## src/rtl/sipo_frame_rx.sv

```systemverilog
// sipo_frame_rx: serial frame receiver.
//
// Samples serial_in on every rising edge. A frame is a start bit (1), WIDTH data bits MSB first,
// an optional even-parity bit, and a stop bit (0). A good word is presented on parallel_out behind
// a valid/ready handshake. Framing, parity and overrun problems are reported as one-cycle pulses.
//
// Build option: define PARITY_EN to expect an even-parity bit between the data and the stop bit.
// Without it, there is no parity bit and parity_err is tied to 0.
//
// Parameters:
//   WIDTH        data bits per frame (2..32)
// Ports:
//   clk          system clock, rising edge
//   rst          asynchronous active-low reset
//   serial_in    serial line, idle low
//   out_ready    consumer accepts parallel_out when high together with out_valid
//   parallel_out last good received word
//   out_valid    parallel_out holds an unconsumed word
//   frame_err    one-cycle pulse: stop bit sampled as 1
//   overrun      one-cycle pulse: good frame dropped because the holding register was full
//   parity_err   one-cycle pulse: parity mismatch (PARITY_EN builds only)
//   busy         a frame is in progress
module sipo_frame_rx #(
    parameter int unsigned WIDTH = 4
) (
    input  logic             clk,
    input  logic             rst,
    input  logic             serial_in,
    input  logic             out_ready,
    output logic [WIDTH-1:0] parallel_out,
    output logic             out_valid,
    output logic             frame_err,
    output logic             overrun,
    output logic             parity_err,
    output logic             busy
);

    localparam int unsigned CntW = (WIDTH > 1) ? $clog2(WIDTH) : 1;

    typedef enum logic [1:0] {StIdle, StData, StParity, StStop} state_e;

    state_e           state_q, state_d;
    logic [CntW-1:0]  cnt_q, cnt_d;
    logic [WIDTH-1:0] shift_q, shift_d;
    logic [WIDTH-1:0] data_q, data_d;
    logic             valid_q, valid_d;
    logic             frame_err_q, frame_err_d;
    logic             overrun_q, overrun_d;
    logic             frame_ok;
    logic             last_bit;

`ifdef PARITY_EN
    logic par_ok_q, par_ok_d;
    logic parity_err_q, parity_err_d;
    assign frame_ok = par_ok_q;
`else
    assign frame_ok = 1'b1;
`endif

    assign last_bit = (cnt_q == CntW'(WIDTH - 1));

    // State register
    always_ff @(posedge clk or negedge rst) begin
        if (!rst) begin
            state_q      <= StIdle;
            cnt_q        <= '0;
            shift_q      <= '0;
            data_q       <= '0;
            valid_q      <= 1'b0;
            frame_err_q  <= 1'b0;
            overrun_q    <= 1'b0;
`ifdef PARITY_EN
            par_ok_q     <= 1'b0;
            parity_err_q <= 1'b0;
`endif
        end else begin
            state_q      <= state_d;
            cnt_q        <= cnt_d;
            shift_q      <= shift_d;
            data_q       <= data_d;
            valid_q      <= valid_d;
            frame_err_q  <= frame_err_d;
            overrun_q    <= overrun_d;
`ifdef PARITY_EN
            par_ok_q     <= par_ok_d;
            parity_err_q <= parity_err_d;
`endif
        end
    end

    // Next-state logic
    always_comb begin
        state_d = state_q;
        unique case (state_q)
            StIdle: begin
                if (serial_in) begin
                    state_d = StData;
                end
            end
            StData: begin
                if (last_bit) begin
`ifdef PARITY_EN
                    state_d = StParity;
`else
                    state_d = StStop;
`endif
                end
            end
            StParity: state_d = StStop;
            // Always back to idle: a 1 on the stop slot is an error, never a new start.
            StStop:   state_d = StIdle;
            default:  state_d = StIdle;
        endcase
    end

    // Datapath and output logic
    always_comb begin
        cnt_d        = cnt_q;
        shift_d      = shift_q;
        data_d       = data_q;
        // A consume can happen on any edge, including one that also completes a frame.
        valid_d      = valid_q & ~out_ready;
        frame_err_d  = 1'b0;
        overrun_d    = 1'b0;
`ifdef PARITY_EN
        par_ok_d     = par_ok_q;
        parity_err_d = 1'b0;
`endif
        unique case (state_q)
            StIdle: begin
                cnt_d = '0;
            end
            StData: begin
                shift_d = {shift_q[WIDTH-2:0], serial_in};
                cnt_d   = cnt_q + CntW'(1);
            end
            StParity: begin
`ifdef PARITY_EN
                // Even parity: data XOR parity bit must be 0.
                par_ok_d = ~(^shift_q ^ serial_in);
`endif
            end
            StStop: begin
                if (serial_in) begin
                    frame_err_d = 1'b1;
                end else if (!frame_ok) begin
`ifdef PARITY_EN
                    parity_err_d = 1'b1;
`endif
                end else if (valid_q && !out_ready) begin
                    overrun_d = 1'b1;
                end else begin
                    data_d  = shift_q;
                    valid_d = 1'b1;
                end
            end
            default: ;
        endcase
    end

    assign parallel_out = data_q;
    assign out_valid    = valid_q;
    assign frame_err    = frame_err_q;
    assign overrun      = overrun_q;
    assign busy         = (state_q != StIdle);
`ifdef PARITY_EN
    assign parity_err   = parity_err_q;
`else
    assign parity_err   = 1'b0;
`endif

endmodule

```

## config.mk

```make
export PLATFORM = sky130hd
export DESIGN_NAME = sipo_frame_rx
export DESIGN_NICKNAME = d
export VERILOG_FILES = /design/src/rtl/sipo_frame_rx.sv
export SDC_FILE = /design/constraint.sdc
export NUM_CORES = 1
export LEC_CHECK = 0
export CAP_MARGIN = 20
export CORE_MARGIN = 3
export CORE_UTILIZATION = 45
export DETAILED_ROUTE_END_ITERATION = 10
export PLACE_DENSITY = 0.73
export SLEW_MARGIN = 20
export SYNTH_ARGS = -nofsm -noshare
export SYNTH_HDL_FRONTEND = slang
export SYNTH_SLANG_ARGS = --single-unit
```

## constraint.sdc

```tcl
create_clock -name clk -period 2.6 [get_ports clk]
set_clock_uncertainty 0.2 [all_clocks]
set_input_delay 0.65 -clock clk [delete_from_list [all_inputs] [get_ports clk]]
set_output_delay 0.65 -clock clk [all_outputs]
set_load 0.03 [all_outputs]
```

Word level (Yosys, flattened, before mapping)
Index checks and enable logic that the tools add are counted.

word-level totals
  flip-flop bits (word level) = 15
  bits of input ports = 4
  logic and storage cells = 37

operators by class
  add/subtract/negate cells = 1
  eq/ne operators = 6
  multiplexer cells = 12
  bitwise operators = 4
  reductions and logical operators = 7

operator list
  operator                                       count
  2-to-1 mux 1 bit                               8
  case mux 2 bit (4 select lines)                1
  == test 2 bit, second input constant           3
  2-to-1 mux 2 bit                               2
  inequality test 2 bit, second input constant   2
  case mux 2 bit (2 select lines)                1
  nonzero test 2 bit                             2
  NOT 1 bit                                      3
  AND reduction 3 bit                            1
  adder 2 x 1 -> 2 bit, second input constant    1
  == test 2 x 1 -> 1 bit, second input constant  1
  zero test 2 bit                                1
  AND reduction 2 bit                            1
  AND 1 bit                                      1
  logical AND 1 bit                              1
  zero test 1 bit                                1

Depth between registers and ports, before layout
  word-level depth = 5
  gate-level depth with buffers = 5
  mapped depth without buffers = 5

Worst setup path before layout
Ideal clock, no wire load.

  path type = flip-flop to output port
  start point = register state_q[0]
  end point = output busy
  arrival time = 0.877 ns
  path slack = 0.873 ns
  stages on the path, launching flop included = 4
  path through = dfrtp_1 -> inv_1 -> ha_1 -> inv_1

on the way
  word-level cells in the longest chain between the ends = 1

RTL lines
  element                   line  RTL
  start: declaration        42    state_e state_q, state_d;
  start signal: assignment  65    state_q <= StIdle;
  start signal: assignment  77    state_q <= state_d;
  nonzero test 2 bit        165   assign busy = (state_q != StIdle);
  end: declaration          35    output logic busy

No other way between the ends.

Worst setup path after layout
Same ends and word-level chain as after synthesis.

==> flow_summary_export.csv <==
group,metric,value,unit
sta,achievable-frequency,0.4297,GHz
pwr,power.leakage,0.3839,nW
routing,drtAntennaViolNets,0,
setup_path,worstPathRequired,1.75,ns
clocking,clock_tree.htree_level_count,1,
setup_path,crit_arrival,1.48,ns
die,die_h,44.97,um
setup_path,start_kind,"flip-flop",
clocking,cts_post_setup_buffers_inserted,0,
pwr,total_switching_power,407.6,uW
sta,period_share,0.8951,
pwr,peakVddDrop,0.5351,mV
yosys,post_synth.cell_area_avg,13.40,sq um
routing,drt-wirelength-per-cell,12.44,um
sta,max_slew.worst_pin.slew,0.6441,ns
yosys,synth_warnings,0,
layout,drive_gt1_frac,0.2308,
die,chipWidth,44.97,um
flow_run,drv_cap,0,
pwr,sequentialPowerShare,0.383,
sta,setup_viol,0,
clocking,cts_hold_buf,0,
sta,final-max-slew-violation-count,0,
placed_design,numPortBuffers,11,
clocking,clock_sinks,15,
layout,layout.nets,76,
placed_design,placedInstanceArea,804.5,sq um
pwr,comb_power_share,0.497,
pwr,p_total,1.066,mW
clocking,cts_resized,1,
clocking,cts-buffers-inserted,3,
setup_path,timing.critical_path.fanout_max,5,
routing,drt_drc_violations_left,0,
layout,final_common_cell,"sky130_fd_sc_hd__dfrtp_1",
sta,timing.final.crit_period,2.327,ns
grt,grt_use_total,0.1090,
yosys,syn_nets,61,
yosys,netlist-cell-type-count,18,
yosys,ys_seq_area_frac,0.5495,
placed_design,detailedPlacementHpwl,741.5,um
die,num_io_pins,13,
sta,hold_violations,0,
pwr,switching_power_as_a_share_of_total_power,0.3825,
sta,whs,0.2919,ns
grt,grt_first_pass_wirelength,1545,um
grt,antenna_found_initial,0,
setup_path,worst-setup-path-type,"reg -> out",
grt,first_global_vias,367,
die,std_cell_rows,13,
grt,remaining_global_route_overflow,0,
routing,drt_first_iter_violations,1,
clocking,cts_tree,"yes",
clocking,clockBufferDepth,2,
clocking,clk_latency,0.27,ns
pwr,pwr_density_cell,1285,nW/um^2
yosys,area_of_the_mapped_netlist,683.2,sq um
die,fp.dieArea,2022,sq um
outcome,run_status,"finished clean",
yosys,cell_count_after_synthesis,51,
routing,dr.pass1.iters,2,
layout,antennaDiodeCount,0,
layout,postLayoutCoreUtil,0.6071,
hold_path,hold_path_class,"reg -> reg",
routing,vias,400,
placed_design,placer_s_final_routability_congestion_estimate,0.6209,
clocking,cts.reportedPaths.clkPinSlew,0.08,ns
die,core,1366,sq um
sta,finalWorstSetupSlack,0.2726,ns
routing,drt_wl_total,995,um
placed_design,placed_cells,76,
grt,grt_max_degree,16,
pwr,p_int,658.0,uW
setup_path,r2r_slack,0.86,ns
sta,grt_setup_unrepaired,"false",
setup_path,timing.critical_path.to_type,"primary output",
clocking,clock_tree.root_cell,"sky130_fd_sc_hd__clkbuf_4",
layout,instances_no_fill,80,
die,floorplan.initialDensity,0.5000,
layout,mostFrequentLayoutCells,"sky130_fd_sc_hd__dfrtp_1 (15), sky130_fd_sc_hd__clkdlybuf4s50_1 (10), sky130_fd_sc_hd__mux2_2 (8)",
pwr,power.share.clock,0.120,
layout,finalInstanceArea,829.5,sq um
layout,signed_area_change_from_the_synthesized_netlist_to_the_final_layout,21.43,%
sta,timing.max_slew.rel_slack,0.5692,
yosys,yosys_register_bits,15,
routing,route.detailed.vias_per_inst,5.000,
sta,fin_setup_tns,0,ns
placed_design,dpl_worst_slack,0.2954,ns
worst max-delay path: stages (launching register included):
cell	delay [ns]
sky130_fd_sc_hd__dfrtp_1	0.42
sky130_fd_sc_hd__inv_1	0.08
sky130_fd_sc_hd__ha_1	0.21
sky130_fd_sc_hd__inv_1	0.08
sky130_fd_sc_hd__dlygate4sd2_1	0.40
per-layer routing:
layer,routed length (um),track usage,up-vias
met5,0,0,-
met4,0,0.01754,0
met3,74,0.05976,0
met2,450,0.1695,13
met1,471,0.1355,191
li1,-,-,196
logic make-up (layout without fill, tap and decap cells):
group,after synthesis,count (layout),synth area share
compound gates,4,4,0.04028
fa+ha+maj,6,6,0.1099
buf+inv,6,20,0.03845
flops,15,15,0.5495
mux,10,10,0.1630
other cells,1,1,0.005489
simple gates,9,9,0.09342
area by class of cell:
class                      instances  area, sq um
fill                             126        536.8
clock buffer                       4        26.28
inverter                           5        18.77
timing repair buffer              11        108.9
multi-input combinational         30        281.5
sequential                        15        375.4
tap                               15        18.77
cell usage after synthesis, drive strengths merged:
| library cell | number | area [sq um] |
|---|---|---|
| mux2i | 1 | 10.01 |
| buf | 1 | 7.510 |
| nor2 | 1 | 3.750 |
| conb | 1 | 3.750 |
| nand2b | 2 | 15.02 |
| nand3b | 1 | 20.02 |
| nor3b | 1 | 7.510 |
| nand2 | 3 | 11.26 |
| inv | 5 | 18.76 |
| ha | 6 | 75.07 |
| mux2 | 9 | 101.4 |
| and2 | 1 | 6.260 |
| o22ai | 1 | 12.51 |
| o21ai | 3 | 15.01 |
| dfrtp | 15 | 375.4 |
registers in the layout (all words and copies together), names as in the netlist:
signal and flops:
overrun 1, cnt_q 2, parallel_out 4, frame_err 1
shift_q 4, state_q 2, out_valid 1
power groups by stage:
stage	Combinational, mW	Sequential [mW]	Clock, mW
CTS	0.540	0.409	0.132
global placement	0.530	0.410	0
finish	0.530	0.409	0.127
detailed placement	0.541	0.414	0
global route	0.568	0.423	0.141
floorplan	0.285	0.494	0
path summary, 6_finish.rpt:
kind,start,to,cells past startpoint
worst min register to register,cnt_q[1]$_DFFE_PN0P_,cnt_q[1]$_DFFE_PN0P_,2
worst max register to register,state_q[1]$_DFFE_PN0P_,state_q[1]$_DFFE_PN0P_,5
worst min-delay path,cnt_q[1]$_DFFE_PN0P_,cnt_q[1]$_DFFE_PN0P_,2
max in group asynchronous,rst,parallel_out[1]$_DFFE_PN0P_,1
worst max-delay path,state_q[0]$_DFFE_PN0P_,busy,4
min in group asynchronous,rst,frame_err$_DFF_PN0_,1
(Power assumes the default switching activity.)
